===== src/rtl/rc_correct_exec.sv =====
// Sequential execution stage after the signed reverse-converter decoder.
// Each transaction computes (A op B) + G[sel], then shifts the result
// shamt times, one bit per cycle. The result is offered with valid/ready.
module rc_correct_exec #(
    parameter int unsigned n = 3
) (
    input  logic         clk,
    input  logic         rst,
    input  logic         in_valid,
    output logic         in_ready,
    input  logic [n:0]   a_in,
    input  logic [n:0]   b_in,
    input  logic [3:0]   aluOp,
    input  logic [2:0]   sel,
    input  logic [2:0]   shamt,
    input  logic         shdir,
    output logic         out_valid,
    input  logic         out_ready,
    output logic [n+3:0] x_out,
    output logic         ovf,
    output logic         err,
    output logic         busy
);

    localparam int unsigned W = n + 4;

    localparam logic [W-1:0] One = W'(1);
    localparam logic [W-1:0] P1  = One << n;        // 2^n
    localparam logic [W-1:0] P2  = One << (n + 1);  // 2^(n+1)

    localparam logic [3:0] OpAdd = 4'b0010;
    localparam logic [3:0] OpSub = 4'b0110;

    typedef enum logic [2:0] {StIdle, StAlu, StCorr, StShift, StDone} state_e;

    state_e       state_q, state_d;
    logic [n:0]   a_q, a_d;
    logic [n:0]   b_q, b_d;
    logic [3:0]   op_q, op_d;
    logic [2:0]   sel_q, sel_d;
    logic [2:0]   cnt_q, cnt_d;
    logic         dir_q, dir_d;
    logic [W-1:0] acc_q, acc_d;
    logic         ovf_q, ovf_d;
    logic         err_q, err_d;

    logic [W-1:0] a_ext, b_ext, g_val;

    assign a_ext = {{3{a_q[n]}}, a_q};
    assign b_ext = {{3{b_q[n]}}, b_q};

    // Correction constant lookup; all values taken modulo 2^(n+4).
    always_comb begin
        g_val = '0;
        case (sel_q)
            3'd1:    g_val = P1;
            3'd2:    g_val = '0 - P1;
            3'd3:    g_val = P2;
            3'd4:    g_val = '0 - P2;
            3'd5:    g_val = P1 - One;
            3'd6:    g_val = One - P1;
            3'd7:    g_val = P2 - One;
            default: g_val = '0;
        endcase
    end

    // Next-state and datapath updates for the five-phase sequence.
    always_comb begin
        state_d = state_q;
        a_d     = a_q;
        b_d     = b_q;
        op_d    = op_q;
        sel_d   = sel_q;
        cnt_d   = cnt_q;
        dir_d   = dir_q;
        acc_d   = acc_q;
        ovf_d   = ovf_q;
        err_d   = err_q;
        case (state_q)
            StIdle: begin
                if (in_valid) begin
                    a_d     = a_in;
                    b_d     = b_in;
                    op_d    = aluOp;
                    sel_d   = sel;
                    cnt_d   = shamt;
                    dir_d   = shdir;
                    ovf_d   = 1'b0;
                    err_d   = 1'b0;
                    state_d = StAlu;
                end
            end
            StAlu: begin
                case (op_q)
                    OpAdd:   acc_d = a_ext + b_ext;
                    OpSub:   acc_d = a_ext - b_ext;
                    default: begin
                        // Illegal op still runs the full sequence from zero.
                        acc_d = '0;
                        err_d = 1'b1;
                    end
                endcase
                state_d = StCorr;
            end
            StCorr: begin
                acc_d   = acc_q + g_val;
                state_d = (cnt_q != 3'd0) ? StShift : StDone;
            end
            StShift: begin
                if (dir_q) begin
                    acc_d = {acc_q[W-1], acc_q[W-1:1]};
                end else begin
                    // Top two bits differing means the sign is lost by this shift.
                    if (acc_q[W-1] != acc_q[W-2]) begin
                        ovf_d = 1'b1;
                    end
                    acc_d = {acc_q[W-2:0], 1'b0};
                end
                cnt_d = cnt_q - 3'd1;
                if (cnt_q == 3'd1) begin
                    state_d = StDone;
                end
            end
            StDone: begin
                if (out_ready) begin
                    state_d = StIdle;
                end
            end
            default: state_d = StIdle;
        endcase
    end

    // State and datapath registers; reset discards any in-flight transaction.
    always_ff @(posedge clk or posedge rst) begin
        if (rst) begin
            state_q <= StIdle;
            a_q     <= '0;
            b_q     <= '0;
            op_q    <= '0;
            sel_q   <= '0;
            cnt_q   <= '0;
            dir_q   <= 1'b0;
            acc_q   <= '0;
            ovf_q   <= 1'b0;
            err_q   <= 1'b0;
        end else begin
            state_q <= state_d;
            a_q     <= a_d;
            b_q     <= b_d;
            op_q    <= op_d;
            sel_q   <= sel_d;
            cnt_q   <= cnt_d;
            dir_q   <= dir_d;
            acc_q   <= acc_d;
            ovf_q   <= ovf_d;
            err_q   <= err_d;
        end
    end

    // Outputs are decoded from state or taken straight from registers.
    always_comb begin
        in_ready  = (state_q == StIdle);
        busy      = (state_q != StIdle);
        out_valid = (state_q == StDone);
        x_out     = acc_q;
        ovf       = ovf_q;
        err       = err_q;
    end

endmodule


===== config.mk =====
export PLATFORM = sky130hd
export DESIGN_NAME = rc_correct_exec
export DESIGN_NICKNAME = d
export VERILOG_FILES = /design/src/rtl/rc_correct_exec.sv
export SDC_FILE = /design/constraint.sdc
export NUM_CORES = 1
export LEC_CHECK = 0
export ABC_AREA = 0
export BUFFER_PORTS_ARGS = -buffer_cell sky130_fd_sc_hd__buf_4
export CAP_MARGIN = 15
export CORE_AREA = 2 2 86 88
export CTS_CLUSTER_SIZE = 14
export DETAILED_ROUTE_END_ITERATION = 7
export DIE_AREA = 0 0 88 90
export PLACE_DENSITY_LB_ADDON = 0.15
export SLEW_MARGIN = 20
export SYNTH_ARGS = -nofsm -noshare
export SYNTH_HDL_FRONTEND = slang
export SYNTH_SLANG_ARGS = --single-unit

===== constraint.sdc =====
create_clock -name clk -period 3.55 [get_ports clk]
set_clock_uncertainty 0.15 [all_clocks]
set_input_delay 0.355 -clock clk [delete_from_list [all_inputs] [get_ports clk]]
set_output_delay 0.355 -clock clk [all_outputs]
set_load 0.03 [all_outputs]

==> results of run 1 <==
==> cell families after synthesis <==
group	Yosys count	synth area share, %
muxes	9	4.59
and+or+nand+nor	107	23.2
AOI/OAI and AO/OA	50	16.2
buffers and inverters	21	4.10
xor gates and xnor gates	8	3.43
DFF	31	38.0
adders and majority gates	16	10.5
==> power groups by stage <==
stage,Combinational (uW),Clock [uW],Sequential [uW]
floorplan,1200,0,751
global placement,1600,0,744
detailed placement,1600,0,747
CTS,1610,276,740
global route,1810,294,775
finish,1590,265,735
==> worst min-delay path, delay by kind of cell <==
family | cells | cell delay (ns)
buffers and inverters | 3 | 0.50
==> metrics by stage <==
step	instances	hold WS [ns]
after floorplan	242	0.288
after global placement	367	0.320
after detailed placement	367	0.331
after CTS	375	0.0180
after global routing	375	0.0490
final	375	0.00646
==> flip-flops by register name, indices dropped and copies added, names as in the netlist <==
| register | flops |
|---|---|
| a_q | 4 |
| b_q | 4 |
| cnt_q | 3 |
| dir_q | 1 |
| err | 1 |
| op_q | 4 |
| ovf | 1 |
| sel_q | 3 |
| state_q | 3 |
| x_out | 7 |
==> placed cells by master (no fill, tap or decap), types with 3 or more instances in the layout <==
master / instances
sky130_fd_sc_hd__a31oi_1: 6
sky130_fd_sc_hd__and2_1: 4
sky130_fd_sc_hd__o21ai_0: 4
sky130_fd_sc_hd__nand2_1: 53
sky130_fd_sc_hd__o21ai_1: 8
sky130_fd_sc_hd__mux2i_1: 6
sky130_fd_sc_hd__nand2b_1: 6
sky130_fd_sc_hd__inv_1: 12
sky130_fd_sc_hd__ha_1: 14
sky130_fd_sc_hd__dfrtp_1: 31
sky130_fd_sc_hd__nor2_1: 26
sky130_fd_sc_hd__a21oi_1: 13
sky130_fd_sc_hd__clkbuf_8: 5
sky130_fd_sc_hd__nor3_1: 3
sky130_fd_sc_hd__xnor2_1: 6
sky130_fd_sc_hd__nor2b_1: 4
sky130_fd_sc_hd__nand3_1: 5
sky130_fd_sc_hd__buf_4: 35
==> final cells by class <==
type / count / area, um^2
flip-flops and latches: 31 / 776
repair buffers: 35 / 263
well taps: 99 / 124
fillers: 764 / 4550
clock inverters: 1 / 5.00
inverters: 12 / 45.0
clock buffers: 7 / 76.3
multi-input cells: 190 / 1180
==> cells in the mapped netlist (2+ instances only) <==
cell	n
sky130_fd_sc_hd__nand2_1	53
sky130_fd_sc_hd__xnor2_1	6
sky130_fd_sc_hd__inv_1	12
sky130_fd_sc_hd__a31oi_1	6
sky130_fd_sc_hd__o21ai_1	8
sky130_fd_sc_hd__buf_2	4
sky130_fd_sc_hd__o21a_1	2
sky130_fd_sc_hd__o22ai_1	2
sky130_fd_sc_hd__nor3_1	3
sky130_fd_sc_hd__a21o_1	2
sky130_fd_sc_hd__dfrtp_1	31
sky130_fd_sc_hd__or3_1	2
sky130_fd_sc_hd__nor2b_1	4
sky130_fd_sc_hd__o211ai_1	2
sky130_fd_sc_hd__a22oi_1	2
sky130_fd_sc_hd__clkbuf_1	5
sky130_fd_sc_hd__mux2_2	2
sky130_fd_sc_hd__nand3_1	5
sky130_fd_sc_hd__o21ai_0	4
sky130_fd_sc_hd__mux2i_1	6
sky130_fd_sc_hd__a21oi_1	13
sky130_fd_sc_hd__xor2_1	2
sky130_fd_sc_hd__nand2b_1	6
sky130_fd_sc_hd__fa_1	2
sky130_fd_sc_hd__ha_1	14
sky130_fd_sc_hd__and2_1	4
sky130_fd_sc_hd__nor2_1	26
==> how the worst min path moves through the flow <==
stage,cells past startpoint,slack (ns),start,endpoint
5_1_grt,3,0.05,rst,cnt_q[1]
4_1_cts,3,0.02,rst,a_q[0]
6_report,3,0.006,rst,cnt_q[1]
3_3_place_gp,2,0.32,op_q[2],op_q[2]
3_5_place_dp,3,0.33,rst,a_q[0]
2_1_floorplan,2,0.29,op_q[2],op_q[2]
==> per-layer routing <==
layer	GRT usage, %	part of all wire, %	vias to the layer above
met4	3.85	1.4	0
met5	0	0	-
met1	18.4	48	769
li1	-	-	887
met3	3.21	3.8	7
met2	20.3	47	29
==> impl_summary.txt, run 1 <==
----------------------------------------------------
[Clock tree]
  Clock slew at reported path FFs ... 0.07 ns
  TritonCTS clock tree ... built
  Clock Path Buffers ... 2
  Clock buffer count from CTS ... 5
  # resized after CTS ... 0
  Clock network latency to the later pin of the worst-skew pair ... about 0.28 ns
  H-tree Lvls ... 2
  Master cell of the clock root buffer ... sky130_fd_sc_hd__clkbuf_8
  Hold buffer count at CTS ... 0
  Total clock sinks ... 31
  Number of setup buffers added after CTS ... 0

[STA]
  Slew of the pin with the lowest slew margin ... around 0.86 ns
  Worst relative slew slack ... between 40 and 50%
  Final cycle utilization of the critical path ... 81.3%
  Unrepaired setup endpoints after global routing ... false
  Post-layout worst setup margin ... ~0.66 ns
  Setup TNS after final layout ... 0 ns
  Count of final max-slew check failures ... 0
  Achievable clock frequency ... between 300 and 400 MHz
  Fin crit period ... a little under 3 ns
  Setup violators final ... 0
  Final Hold Viols ... 0

[Critical path]
  Arrival time worst endpoint ... 2.85 ns
  Worst reg2reg startpoint ... op_q[0]
  Category of cells accounting for the largest share of critical-path delay ... multiplexers
  Cells along the critical path ... and4bb_2 -> mux2_1 -> fa_1 -> nand2b_1 -> a21oi_1 -> xor2_1 -> mux2i_1 -> a41oi_1
  Critical Path End Type ... register
  Highest-delay cell along the critical path ... sky130_fd_sc_hd__fa_1
  Max FO, Critical Path ... 5
  Critical path startpoint ... op_q[0]
  WP data required ... between 3 and 4 ns
  Critical path launch point type ... register
  Crit Reg-Reg Endpoint ... x_out[5]
  Internal reg-to-reg setup slack ... around 0.66 ns
  Kind of critical path ... register to register
  Endpoint of the most critical setup path ... x_out[5]
  Number of buffer and inverter stages on the critical path ... 0
  Number of cells on the worst reg-to-reg path ... 8
  Critical path's largest stage delay ... ~0.42 ns
  Number of logic stages on the critical path including buffering ... 8

[Cells and area]
  Growth of design area from synthesis to finish ... 21.0%
  Final instance area ... 2470 um^2
  Fraction of layout instances using a drive strength above 1 ... approximately 17%
  End-of-flow core utilization ... around a third
  Antenna Cells ... 0
  Layout Nets ... between 300 and 400

[Synth]
  Number of warnings issued by yosys ... 0
  Mapped Nets ... 281
  Top cells by area in the synthesized netlist ... sky130_fd_sc_hd__dfrtp_1 (38%), sky130_fd_sc_hd__nand2_1 (9.7%), sky130_fd_sc_hd__ha_1 (8.6%)
  Count of unique library cells instantiated by Yosys ... 41
  Leading area contributor after synthesis ... sky130_fd_sc_hd__dfrtp_1
  Post-Synthesis Cell Area ... 2040 um^2
  Register area share after synthesis ... a little under two fifths
  Flip-flop cell with the highest count after synthesis ... sky130_fd_sc_hd__dfrtp_1
  #FFs+latches synth ... 31
  Number of enable flip-flop cells after synthesis ... 0
  Post-synthesis instance total ... 242
  Mean post-synth cell area ... 8.44 um^2
  Share of Yosys cell area claimed by the top area cell type ... 38.0%
  Post-synth ARST share ... 100%

[Power and ir drop]
  Switch share ... between 40% and 50%
  Reported leakage power ... 0.00116 uW
  Pwr/cell area ... between 1000 and 1500 nW/um^2
  Post-route total power ... between 2000 and 3000 uW
  Clock group share of total power ... ~10%
  Cell internal power dissipation ... about 1400 uW
  Share of power burned in combinational logic ... between 60 and 70%
  IR drop worst, VDD ... 0.281 mV
  Switch Pwr ... about 1200 uW
  Power share of the sequential group ... roughly 28%

[Global route]
  GR Overflow Total ... 0
  Vias in the first global route ... approximately 1700
  Antenna violations before repair ... 0
  Maximum number of pins on one net before global-route repair ... 32
  Total global-route track usage ... between 10% and 20%
  Wire length of the first global-routing pass ... slightly above 8000 um

[Place]
  Total half-perimeter wirelength after legalization and detailed placement ... around 3700 um
  Final weighted congestion in routability-driven placement ... slightly above 0.7
  Count of input and output buffers ... 34
  Pre-CTS setup slack ... roughly 0.63 ns
  Area after DPL ... around 2400 um^2

[Die]
  Die Footprint ... about 7900 um^2
  IO Count ... 35
  Core region area ... 7020 um^2
  Chip Height ... roughly 90 um
  Die W ... around 88 um
  Starting density of the core ... 29.1%
  Number of core rows ... 31

[Drt]
  DRC viols ... 0
  Number of vias in the routed layout ... about 1700
  Violation count after the first detailed-routing iteration ... 67
  Routed wirelength normalized by instance count ... 12.7 um
  Routed vias/inst ... approximately 4.5
  Antenna viol nets, final ... 0
  Total detailed-routing wirelength ... between 4000 and 5000 um
  Router iterations before antenna repair ... 4

[Hold path]
  Path category of the worst min-delay check ... input port to async pin

[Run status]
  Status ... completed

[Flow run]
  MaxCap Viol Count ... 0

----------------------------------------------------
Note: power is estimated with default switching activity, not from simulation.
==> run 2, diff against run 1 <==
==> constraint.sdc (replaced) <==
create_clock -name clk -period 2.9 [get_ports clk]
set_clock_uncertainty 0.15 [all_clocks]
set_input_delay 0.29 -clock clk [delete_from_list [all_inputs] [get_ports clk]]
set_output_delay 0.29 -clock clk [all_outputs]
set_load 0.03 [all_outputs]
==> impl_summary.txt, run 2 (same netlist as run 1, synthesis figures left out) <==
----------------------------------------------------
[Run status]
  Status ... completed

[STA]
  Count of final max-slew check failures ... 0 (unchanged)
  Slew of the pin with the lowest slew margin ... 0.551 ns (-0.309 ns)
  Setup TNS after final layout ... 0 ns (unchanged)
  Final Hold Viols ... 0 (unchanged)
  Achievable clock frequency ... 367 MHz (+6.0%)
  Worst relative slew slack ... 63.2% (+21 points)
  Unrepaired setup endpoints after global routing ... false
  Final cycle utilization of the critical path ... 93.9% (+13 points)
  Setup violators final ... 0 (unchanged)
  Fin crit period ... 2.72 ns (-0.164 ns)

[Cells and area]
  Final non-filler cell total ... 377 (+0.53%)
  Layout Nets ... 318 (+1.3%)
  Antenna Cells ... 0 (unchanged)
  Most frequent cells in the layout ... sky130_fd_sc_hd__nand2_1 (53), sky130_fd_sc_hd__buf_4 (38), sky130_fd_sc_hd__dfrtp_1 (31)
  End-of-flow core utilization ... 35.8% (+0.55 points)
  Fraction of layout instances using a drive strength above 1 ... 19.1% (+2.0 points)
  Number of flip-flops in the largest register ... 7 (unchanged)
  Most common cell after layout, fill and taps aside ... sky130_fd_sc_hd__nand2_1
  Growth of design area from synthesis to finish ... 22.9%

[Global route]
  Vias in the first global route ... 1755 (+3.4%)
  Total global-route track usage ... 13.5% (+0.23 points)
  Wire length of the first global-routing pass ... 8460 um (+2.5%)
  GR Overflow Total ... 0 (unchanged)
  Maximum number of pins on one net before global-route repair ... 32 (unchanged)
  Antenna violations before repair ... 0 (unchanged)

[Die]
  Die W ... 88 um (unchanged)
  Number of core rows ... 31 (unchanged)
  Starting density of the core ... 29.1% (unchanged)
  IO Count ... 35 (unchanged)
  Chip Height ... 90 um (unchanged)
  Core region area ... 7020 um^2 (unchanged)
  Die Footprint ... 7920 um^2 (unchanged)

[Power and ir drop]
  Switch share ... 46.5% (-0.064 points)
  Share of power burned in combinational logic ... 62.9% (+1.6 points)
  Pwr/cell area ... 1300 nW/um^2 (+24%)
  Clock group share of total power ... 9.5% (-0.7 points)
  IR drop worst, VDD ... 0.400 mV (+42%)
  Power share of the sequential group ... 27.6% (-0.8 points)
  Cell internal power dissipation ... 1740 uW (+26%)
  Switch Pwr ... 1520 uW (+26%)
  Reported leakage power ... 0.00118 uW (+1.5%)

[Drt]
  DRC viols ... 0 (unchanged)
  Routed wirelength normalized by instance count ... 12.8 um (+0.53%)
  Total detailed-routing wirelength ... 4820 um (+1.1%)
  Number of vias in the routed layout ... 1712 (+1.2%)
  Router iterations before antenna repair ... 4 (unchanged)
  Violation count after the first detailed-routing iteration ... 103 (+54%)
  Routed vias/inst ... 4.54 (+0.65%)
  Antenna viol nets, final ... 0 (unchanged)

[Critical path]
  Critical path's largest stage delay ... 0.41 ns (about the same)
  Highest-delay cell along the critical path ... sky130_fd_sc_hd__dfrtp_1
  Kind of critical path ... register to register
  Arrival time worst endpoint ... 2.77 ns (-0.08 ns)
  Cells along the critical path ... o21a_1 -> ha_1 -> fa_1 -> a21o_1 -> a311o_1 -> a2111oi_2 -> o21ba_1 -> a41oi_2
  Critical Path End Type ... register
  Max FO, Critical Path ... 6 (+1)
  WP data required ... 2.94 ns (-0.58 ns)
  Critical path launch point type ... register

[Clock tree]
  Clock network latency to the later pin of the worst-skew pair ... 0.28 ns (about the same)
  Master cell of the clock root buffer ... sky130_fd_sc_hd__clkbuf_8
  Clock Path Buffers ... 2 (unchanged)
  Total clock sinks ... 31 (unchanged)
  H-tree Lvls ... 2 (unchanged)
  Clock buffer count from CTS ... 5 (unchanged)
  TritonCTS clock tree ... built
  Number of setup buffers added after CTS ... 0 (unchanged)
  Clock slew at reported path FFs ... 0.06 ns (about the same)

[Place]
  Final weighted congestion in routability-driven placement ... 0.744 (+4.1%)
  Placed insts ... 370 (+0.82%)
  Total half-perimeter wirelength after legalization and detailed placement ... 3680 um (+0.19%)
  Count of input and output buffers ... 34 (unchanged)

[Flow run]
  MaxCap Viol Count ... 0 (unchanged)

[Hold path]
  Path category of the worst min-delay check ... input port to register

----------------------------------------------------
## run 2: timing repair
action	in CTS	in global routing
gates resized for setup	0	4
endpoints found under the hold margin	31	0
hold buffers	1	0
setup endpoints to repair	0	3
## run 2: final cells by class
cell class                 count  area [um^2]
multi-input combinational    190         1200
sequential                    31          776
tap                           99          124
fill                         755         4510
timing repair buffer          39          295
inverter                      12         45.0
clock buffer                   6         72.6
## run 2: power by group through the flow
stage	Clock, uW	Sequential (uW)	Combinational (uW)
2_1_floorplan	0	920	1470
3_3_place_gp	0	909	1980
3_5_place_dp	0	913	1980
4_1_cts	320	904	2000
5_1_grt	343	948	2340
6_report	310	899	2050
## run 2: worst paths after layout
check	to	start	cells past startpoint	slack [ns]
max	x_out[6]	sel_q[0]	8	0.18
min	op_q[2]	aluOp[2]	3	0.05
max reg2reg	x_out[6]	sel_q[0]	8	0.18
min reg2reg	op_q[2]	op_q[2]	2	0.34
max in group asynchronous	x_out[6]	rst	4	1.79
min in group asynchronous	cnt_q[2]	rst	4	0.51
## run 2: routing by layer
| metal | track usage [%] | vias up | wire length [um] |
|---|---|---|---|
| li1 | - | 901 | - |
| met1 | 19.1 | 777 | 2430 |
| met2 | 20.6 | 28 | 2160 |
| met3 | 2.66 | 6 | 155 |
| met4 | 4.23 | 0 | 73 |
| met5 | 0 | - | 0 |
## run 2: per-stage QoR
step	hold slack [ns]	power, uW	setup slack, ns	cell area, um^2
finish	0.0493	3260	0.178	2510
detailed placement	0.268	2890	0.0898	2410
CTS	0.0374	3220	0.0777	2500
global route	0.0444	3630	0.0274	2510
floorplan	0.244	2390	0.236	2040
global placement	0.264	2890	0.113	2410
## run 2: critical path, delay by kind of cell, from the launching register on
family	cells	cell delay, ns
compound gates	6	1.46
fa+ha+maj	2	0.61
flops	1	0.41
